--- config.mk ---
export PLATFORM = sky130hd
export DESIGN_NAME = sgmii_reset_ctrl
export DESIGN_NICKNAME = d
export VERILOG_FILES = /design/src/rtl/sgmii_rst_pkg.sv /design/src/rtl/sgmii_rst_sync.sv /design/src/rtl/sgmii_reset_ctrl.sv
export SDC_FILE = /design/constraint.sdc
export NUM_CORES = 1
export LEC_CHECK = 0
export ABC_AREA = 1
export BUFFER_PORTS_ARGS = -buffer_cell sky130_fd_sc_hd__buf_2
export CORE_MARGIN = 3
export CORE_UTILIZATION = 57
export DETAILED_ROUTE_END_ITERATION = 6
export GPL_TIMING_DRIVEN = 0
export PLACE_DENSITY = 0.78
export RECOVER_POWER = 50
export SLEW_MARGIN = 20
export SYNTH_ARGS = -nofsm -noshare
export SYNTH_HDL_FRONTEND = slang
export SYNTH_SLANG_ARGS = --single-unit
--- constraint.sdc ---
create_clock -name clk_ds_i -period 3.75 [get_ports clk_ds_i]
set_clock_uncertainty 0.1 [all_clocks]
set_input_delay 0.1875 -clock clk_ds_i [delete_from_list [all_inputs] [get_ports clk_ds_i]]
set_output_delay 0.1875 -clock clk_ds_i [all_outputs]
set_load 0.02 [all_outputs]
--- src/rtl/sgmii_rst_pkg.sv ---
// rtl/sgmii_rst_pkg.sv - shared states, constants and output decode for the SGMII reset sequencer
package sgmii_rst_pkg;

  typedef enum logic [2:0] {
    WAIT_LOCK  = 3'd0,
    ASSERT_RST = 3'd1,
    WAIT_DONE  = 3'd2,
    READY      = 3'd3,
    RX_RECOVER = 3'd4
  } state_t;

  localparam int RETRY_W    = 8;
  localparam int SYNC_DEPTH = 2;
  localparam logic [RETRY_W-1:0] RETRY_MAX = '1;

  typedef struct packed {
    logic txreset;
    logic rxreset;
    logic encommaalign;
    logic link_ready;
  } ctrl_t;

  // PHY control levels owned by each state; unknown encodings look like WAIT_LOCK
  function automatic ctrl_t ctrl_outputs(input state_t s);
    ctrl_t c;
    c = '{txreset: 1'b1, rxreset: 1'b1, encommaalign: 1'b0, link_ready: 1'b0};
    case (s)
      WAIT_DONE:  c = '{txreset: 1'b0, rxreset: 1'b0, encommaalign: 1'b1, link_ready: 1'b0};
      READY:      c = '{txreset: 1'b0, rxreset: 1'b0, encommaalign: 1'b1, link_ready: 1'b1};
      RX_RECOVER: c = '{txreset: 1'b0, rxreset: 1'b1, encommaalign: 1'b0, link_ready: 1'b0};
      default:    c = '{txreset: 1'b1, rxreset: 1'b1, encommaalign: 1'b0, link_ready: 1'b0};
    endcase
    return c;
  endfunction

endpackage

--- src/rtl/sgmii_rst_sync.sv ---
// rtl/sgmii_rst_sync.sv - multi-flop synchronizer with async reset to zero
module sgmii_rst_sync
  import sgmii_rst_pkg::*;
#(
  parameter int WIDTH = 1
) (
  input  logic             clk,
  input  logic             mgt_reset,
  input  logic [WIDTH-1:0] d,
  output logic [WIDTH-1:0] q
);

  logic [SYNC_DEPTH-1:0][WIDTH-1:0] stage;

  // shift the raw inputs through the synchronizer chain
  always_ff @(posedge clk or posedge mgt_reset) begin
    if (mgt_reset) begin
      stage <= '0;
    end else begin
      stage <= {stage[SYNC_DEPTH-2:0], d};
    end
  end

  assign q = stage[SYNC_DEPTH-1];

endmodule

--- src/rtl/sgmii_reset_ctrl.sv ---
// rtl/sgmii_reset_ctrl.sv - SGMII PHY reset/bring-up sequencer; SGMII_RST_ELECIDLE_EN enables elecidle-triggered RX recovery
module sgmii_reset_ctrl
  import sgmii_rst_pkg::*;
#(
  parameter int LOCK_TIMEOUT = 65536,
  parameter int RST_HOLD     = 16,
  parameter int DONE_TIMEOUT = 65536,
  parameter int IDLE_FILTER  = 1024
) (
  input  logic               clk_ds_i,
  input  logic               mgt_reset,
  input  logic               pll_locked,
  input  logic               resetdone,
  input  logic               rxbuf_err,
  input  logic               elecidle,
  output logic               sgmii_txreset,
  output logic               sgmii_rxreset,
  output logic               sgmii_encommaalign,
  output logic               link_ready,
  output logic [RETRY_W-1:0] retry_count,
  output logic [2:0]         state_o
);

  localparam int MAX_A     = (LOCK_TIMEOUT > DONE_TIMEOUT) ? LOCK_TIMEOUT : DONE_TIMEOUT;
  localparam int MAX_B     = (RST_HOLD > IDLE_FILTER) ? RST_HOLD : IDLE_FILTER;
  localparam int MAX_PARAM = (MAX_A > MAX_B) ? MAX_A : MAX_B;
  localparam int CNT_W     = $clog2(MAX_PARAM) + 1;

  localparam logic [CNT_W-1:0] LOCK_LAST = CNT_W'(LOCK_TIMEOUT - 1);
  localparam logic [CNT_W-1:0] HOLD_LAST = CNT_W'(RST_HOLD - 1);
  localparam logic [CNT_W-1:0] DONE_LAST = CNT_W'(DONE_TIMEOUT - 1);

  state_t           state, state_next;
  logic [CNT_W-1:0] cnt;
  logic             cnt_clr;
  logic             retry_inc;
  logic             idle_hit;
  logic [2:0]       sync_q;
  logic             lock_s, done_s, rxbuf_s;
  ctrl_t            ctrl_next;

  sgmii_rst_sync #(.WIDTH(3)) u_status_sync (
    .clk       (clk_ds_i),
    .mgt_reset (mgt_reset),
    .d         ({pll_locked, resetdone, rxbuf_err}),
    .q         (sync_q)
  );

  assign lock_s  = sync_q[2];
  assign done_s  = sync_q[1];
  assign rxbuf_s = sync_q[0];

`ifdef SGMII_RST_ELECIDLE_EN
  localparam int IDLE_W = $clog2(IDLE_FILTER) + 1;
  localparam logic [IDLE_W-1:0] IDLE_LAST = IDLE_W'(IDLE_FILTER - 1);

  logic              idle_s;
  logic [IDLE_W-1:0] idle_cnt;

  sgmii_rst_sync #(.WIDTH(1)) u_idle_sync (
    .clk       (clk_ds_i),
    .mgt_reset (mgt_reset),
    .d         (elecidle),
    .q         (idle_s)
  );

  assign idle_hit = idle_s && (idle_cnt == IDLE_LAST);

  // run of consecutive elecidle cycles, only meaningful while the link is up
  always_ff @(posedge clk_ds_i or posedge mgt_reset) begin
    if (mgt_reset) begin
      idle_cnt <= '0;
    end else if (state != READY || !idle_s || idle_hit) begin
      idle_cnt <= '0;
    end else begin
      idle_cnt <= idle_cnt + 1'b1;
    end
  end
`else
  logic unused_elecidle;
  assign unused_elecidle = elecidle;
  assign idle_hit        = 1'b0;
`endif

  // next state, retry bookkeeping; lock loss overrides every other decision
  always_comb begin
    state_next = state;
    cnt_clr    = 1'b0;
    retry_inc  = 1'b0;
    case (state)
      WAIT_LOCK: begin
        if (lock_s) begin
          state_next = ASSERT_RST;
        end else if (cnt == LOCK_LAST) begin
          retry_inc = 1'b1;
          cnt_clr   = 1'b1;
        end
      end
      ASSERT_RST: begin
        if (cnt == HOLD_LAST) state_next = WAIT_DONE;
      end
      WAIT_DONE: begin
        if (done_s) begin
          state_next = READY;
        end else if (cnt == DONE_LAST) begin
          state_next = ASSERT_RST;
          retry_inc  = 1'b1;
        end
      end
      READY: begin
        if (rxbuf_s) begin
          state_next = RX_RECOVER;
        end else if (!done_s) begin
          state_next = ASSERT_RST;
          retry_inc  = 1'b1;
        end else if (idle_hit) begin
          state_next = RX_RECOVER;
        end
      end
      RX_RECOVER: begin
        if (cnt == HOLD_LAST) state_next = WAIT_DONE;
      end
      default: state_next = WAIT_LOCK;
    endcase
    if (!lock_s && (state inside {ASSERT_RST, WAIT_DONE, READY, RX_RECOVER})) begin
      state_next = WAIT_LOCK;
      retry_inc  = 1'b1;
    end
  end

  assign ctrl_next = ctrl_outputs(state_next);

  // state register with outputs decoded from the state being entered
  always_ff @(posedge clk_ds_i or posedge mgt_reset) begin
    if (mgt_reset) begin
      state              <= WAIT_LOCK;
      sgmii_txreset      <= 1'b1;
      sgmii_rxreset      <= 1'b1;
      sgmii_encommaalign <= 1'b0;
      link_ready         <= 1'b0;
    end else begin
      state              <= state_next;
      sgmii_txreset      <= ctrl_next.txreset;
      sgmii_rxreset      <= ctrl_next.rxreset;
      sgmii_encommaalign <= ctrl_next.encommaalign;
      link_ready         <= ctrl_next.link_ready;
    end
  end

  // shared dwell/timeout counter, restarted on every state change; idle in READY
  always_ff @(posedge clk_ds_i or posedge mgt_reset) begin
    if (mgt_reset) begin
      cnt <= '0;
    end else if (cnt_clr || state_next != state || state == READY) begin
      cnt <= '0;
    end else begin
      cnt <= cnt + 1'b1;
    end
  end

  // saturating count of timeouts and lock losses
  always_ff @(posedge clk_ds_i or posedge mgt_reset) begin
    if (mgt_reset) begin
      retry_count <= '0;
    end else if (retry_inc && retry_count != RETRY_MAX) begin
      retry_count <= retry_count + 1'b1;
    end
  end

  assign state_o = state;

endmodule

-- Word-level counts from Yosys, hierarchy flattened
Index checks and enable logic that the tools add are counted.
- logic and storage cells: 48
- input bits: 6
- flip-flop bits (word level): 38
- output and inout port bits: 15
- reductions and logical operators: 8
- add/sub/neg operators: 2
- eq/ne operators: 11
- mux-type cells: 18
- operator list (cell ; number):
    $mux W3 ; 7
    $add A17 B1 Y17 const B ; 1
    $eq A17 B16 Y1 const B ; 1
    $eq A17 B4 Y1 const B ; 1
    $mux W17 ; 1
    $eq A3 B2 Y1 const B ; 4
    $pmux W3 S4 ; 1
    $pmux W4 S3 ; 1
    $add A8 B1 Y8 const B ; 1
    $ne A8 B8 Y1 const B ; 1
    $mux W1 ; 7
    $eq A3 B3 Y1 const B ; 2
    $reduce_bool A4 Y1 ; 1
    $eq A3 B1 Y1 const B ; 1
    $logic_not A3 Y1 ; 1
    $ne A3 B3 Y1 ; 1
    $pmux W1 S3 ; 1
    $logic_and A1 B1 Y1 ; 2
    $logic_or A1 B1 Y1 ; 2
    $reduce_or A2 Y1 ; 1
    $logic_not A1 Y1 ; 1

-- Longest topological paths before layout
- word-level depth: 9
- depth in mapped cells: 18
- mapped depth without buffers: 17

-- Modules after synthesis
A second synthesis with hierarchy kept.
- cells, all modules: 211
- area, all modules: 1960.6 um^2
- by module, submodules not included (module ; seq. area each (um^2) ; cells an instance ; area each (um^2) ; instances):
    sgmii_reset_ctrl ; 803.3 ; 201 ; 1784.2 ; 1
    sgmii_rst_sync ; 150.1 ; 10 ; 176.4 ; 1

-- Worst setup path before layout
No wires, ideal clock.
- path kind: register -> register
- from: register cnt[0]
- to: register cnt[11]
- data required time: 3.529 ns
- path slack: 1.071 ns
- clock period less this slack: 2.679 ns
- stages on the path, launching flop included: 19
- library setup time: 0.121 ns
- data arrival time: 2.457 ns
- path buffers: 1
- cells stage by stage: dfrtp_1 -> ha_1 -> nand2_1 -> nor2_1 -> nand2_1 -> nor3b_2 -> nand4_1 -> nor3_1 -> ha_1 -> nand2_1 -> nand2_1 -> nand2_1 -> inv_1 -> nand2_1 -> nand2_2 -> nand2_1 -> nand4_4 -> buf_6 -> nor2_2
- longest elaborated chain between the ends: 9
- elaborated cells between the ends (all ways): 15
- those cells by class: add/sub: 1; eq/ne: 3; mux: 9; reduce/logical: 2
- RTL lines (item ; RTL line ; text):
    from (decl) ; sgmii_reset_ctrl.sv:34 ; logic [CNT_W-1:0] cnt;
    from (signal assigned) ; sgmii_reset_ctrl.sv:157 ; cnt <= cnt + 1'b1;
    $eq A17 B16 Y1 ; sgmii_reset_ctrl.sv:94, sgmii_reset_ctrl.sv:105 ;
    $mux W3 ; sgmii_reset_ctrl.sv:105 ; end else if (cnt == DONE_LAST) begin
    $mux W3 ; sgmii_reset_ctrl.sv:103 ; if (done_s) begin
    $pmux W3 S4 ; sgmii_reset_ctrl.sv:90 ; case (state)
    $mux W3 ; sgmii_reset_ctrl.sv:125 ; if (!lock_s && (state inside {ASSERT_RST, WAIT_DONE, READY, RX_RECOVER})) begin
    $ne A3 B3 Y1 ; sgmii_reset_ctrl.sv:154 ; end else if (cnt_clr || state_next != state || state == READY) begin
    $logic_or A1 B1 Y1 (2 in a row) ; sgmii_reset_ctrl.sv:154 ;
    $mux W17 (*) ; sgmii_reset_ctrl.sv:154 ;
Every way passes the cells marked *; elsewhere a longest branch is shown, timed or not.
A chain may end at the register's enable or synchronous reset.

-- Final worst setup path
Same ends and word-level chain as after synthesis.

==> metrics.txt <==
nets=239; grt ovf=0; crit end category=flop; CTS tree=done; status=finished, final reports clean; RSZ-0062 raised after global routing=no; initial antenna violation count=0; layout cell share with drive strength beyond 1=22.1%; hold crit path type=flop to flop; Die Width=62.8 um; CP Max Fanout=10; Area Overhead vs Synth=14.5%; Leak Pwr=1.00 nW; Compound-Gate Fraction of Synth Area=2.52%; critical path arrival=3.30 ns; Fillers=213; clk_lat worst skew=0.35 ns; placed insts=261; gr usage total=20.0%; largest family of logic cells by synthesized area=simple AND/OR/NAND/NOR gates; routed length per instance=12.1 um; Synth Area per Inst=9.20 um^2; Placer Congestion=0.876; Cell Rows=19; multi-input logic area=774 um^2; H-tree depth=2; # port buffers=19; post-synthesis adder-cell area fraction=2.04%; Critical path destination=cnt[11]; final wirelength=3300 um; initial core utilization=62.9%; final setup violation count=0; clock sink total=38; iteration-0 DRC count of the detailed router=75; worst-margin pin slew=1.37 ns; pwr dens=543 nW/um^2; Synth cell types=26; required time of the critical path=3.90 ns; Rel. slew slack=8.86%; Seq. cell area=953 um^2; ANT nets after route=0; count of state elements after synthesis=38; setup_tns=0 ns; multiplexer area fraction after synthesis=0.612%; vias in the first global route=1396; Reg2Reg Setup Slack=0.60 ns; Placed Area=1990 um^2; Core Region=2920 um^2; die area=3950 um^2; Peak VDD IR=0.000454 V; Synth Area in XOR/XNOR=8.57%; vias=1386; largest net degree at the start of global routing=39; Max clock buf depth=2; MaxCap Viol Count=0; final hold slack=0.262 ns; most frequent cells in the layout=dfrtp_1, nand2_1, nor2_1; sequential-to-total area share from yosys stat=51.8%; syn_nets=209; Die H=62.8 um; Synth Area in Simple Gates=28.3%; Final Slew Violations=0; fin crit share=84.1%; hpwl dp=2380 um; post-synthesis cell area=1840 um^2; detailed-router iteration count before antenna repair=4; drt via density=5.08; Remaining DRCs=0; RR Endpoint=cnt[11]; crit path time final=3.15 ns; clk root buf=clkbuf_4; Final Hold Fails=0; crit path from=cnt[0]; most common cell after layout, fill and taps aside=dfrtp_1; Post-Syn Instances=200; first-pass GRT wire length=6210 um; post_cts resized=0; Ports=21; yosys warns=0; post-route insts no fill=273; critical path type=flop to flop; CP startpoint kind=flop; ant diodes=0; reg-to-reg startpoint=cnt[0]; design area=2110 um^2; clk slew on worst S/H paths=0.12 ns; Max Fclk=0.317 GHz; FF-to-FF path depth=18; total CTS buffers=5
-- area by class of cell --
class                      instances  area share [%]
sequential                        38            45.2
multi-input combinational        136            36.7
timing repair buffer              23            6.29
inverter                          24            4.27
tap                               42            2.49
clock inverter                     3            2.14
clock buffer                       5            1.78
buffer                             2            1.07
-- sequential cells by signal (all words and copies together) (netlist names) --
signal,cells
cnt,17
link_ready,1
retry_count,8
sgmii_encommaalign,1
sgmii_rxreset,1
sgmii_txreset,1
state_o,3
u_status_sync.q,3
u_status_sync.stage,3
-- worst max-delay path, stage by stage (launching register included) --
cell,delay (ns)
dfrtp_1,0.39
ha_1,0.20
nand2_1,0.07
nor2_1,0.25
nand2_1,0.15
nor3b_2,0.34
nand4_1,0.19
nor3_1,0.17
ha_1,0.25
nand2_1,0.07
nand2_1,0.07
nand2_1,0.05
inv_1,0.05
nand2_1,0.08
nand2_2,0.11
nand2_1,0.09
nand4_4,0.17
buf_6,0.20
nor2_2,0.04
-- through the flow --
stage / total power [mW] / setup slack [ns] / util, %
finish: 1.14 / 0.597 / 72.1
global route: 1.23 / 0.210 / 72.1
CTS: 1.16 / 0.594 / 72.2
detailed placement: 0.871 / 0.657 / 68.0
global placement: 0.853 / 0.702 / 68.0
floorplan: 0.779 / 1.07 / -
-- logic make-up (layout without fill, tap and decap cells) --
logic type,after synthesis,after routing
AOI/OAI and AO/OA,7,7
xor gates and xnor gates,18,18
adders and majority gates,3,3
buffers and inverters,26,57
DFF,38,38
muxes,1,1
and+or+nand+nor,107,107
-- cells in the mapped netlist --
cell type  count  area (um^2)
nand4_1        9         56.3
inv_1         23         86.3
xor2_1        12          105
a31o_2         1         8.76
xnor2_1        6         52.6
a21oi_2        1         8.76
nand3_1       12         60.1
dfstp_2        2         52.6
nand2_2        4         25.0
o21a_1         1         7.51
nor2_4         1         11.3
dfrtp_1       36          901
buf_6          2         22.5
nand2_1       33          124
nand4_4        1         21.3
nor2_2        11         68.8
nor3_1         7         35.0
or2_1          1         6.26
nor2_1        27          101
a21oi_1        2         10.0
nor3b_2        1         12.5
o21ai_0        1         5.00
ha_1           3         37.5
o22ai_1        1         6.26
inv_2          1         3.75
mux2_2         1         11.3
-- where the power goes --
part           internal (mW)  switching, mW
clock                  0.140          0.139
sequential             0.458         0.0555
combinational          0.126          0.225
total                  0.724          0.420
-- how the worst min path moves through the flow --
stage                           startpoint                      to  slack, ns  depth (start not counted)
global route        u_status_sync.stage[1]      u_status_sync.q[1]       0.26                          0
detailed placement               resetdone  u_status_sync.stage[1]       0.20                          1
floorplan                        rxbuf_err  u_status_sync.stage[0]       0.12                          0
CTS                 u_status_sync.stage[0]      u_status_sync.q[0]       0.27                          0
global placement                 rxbuf_err  u_status_sync.stage[0]       0.20                          1
finish              u_status_sync.stage[1]      u_status_sync.q[1]       0.26                          0
-- timing repair --
item / in CTS / in global routing
setup buffers: 0 / 0
hold buffers: 4 / 0
hold endpoints to repair: 39 / 0
endpoints found under the setup margin: 0 / 0
-- per-layer routing --
layer | global-route usage, % | up-vias | share of wire (%)
met1 | 25.6 | 648 | 46
met4 | 6.06 | 0 | 1.6
met5 | 0 | - | 0
li1 | - | 696 | -
met2 | 32.5 | 35 | 48
met3 | 6.29 | 7 | 4.8
Power figures use the tool's default switching activity.
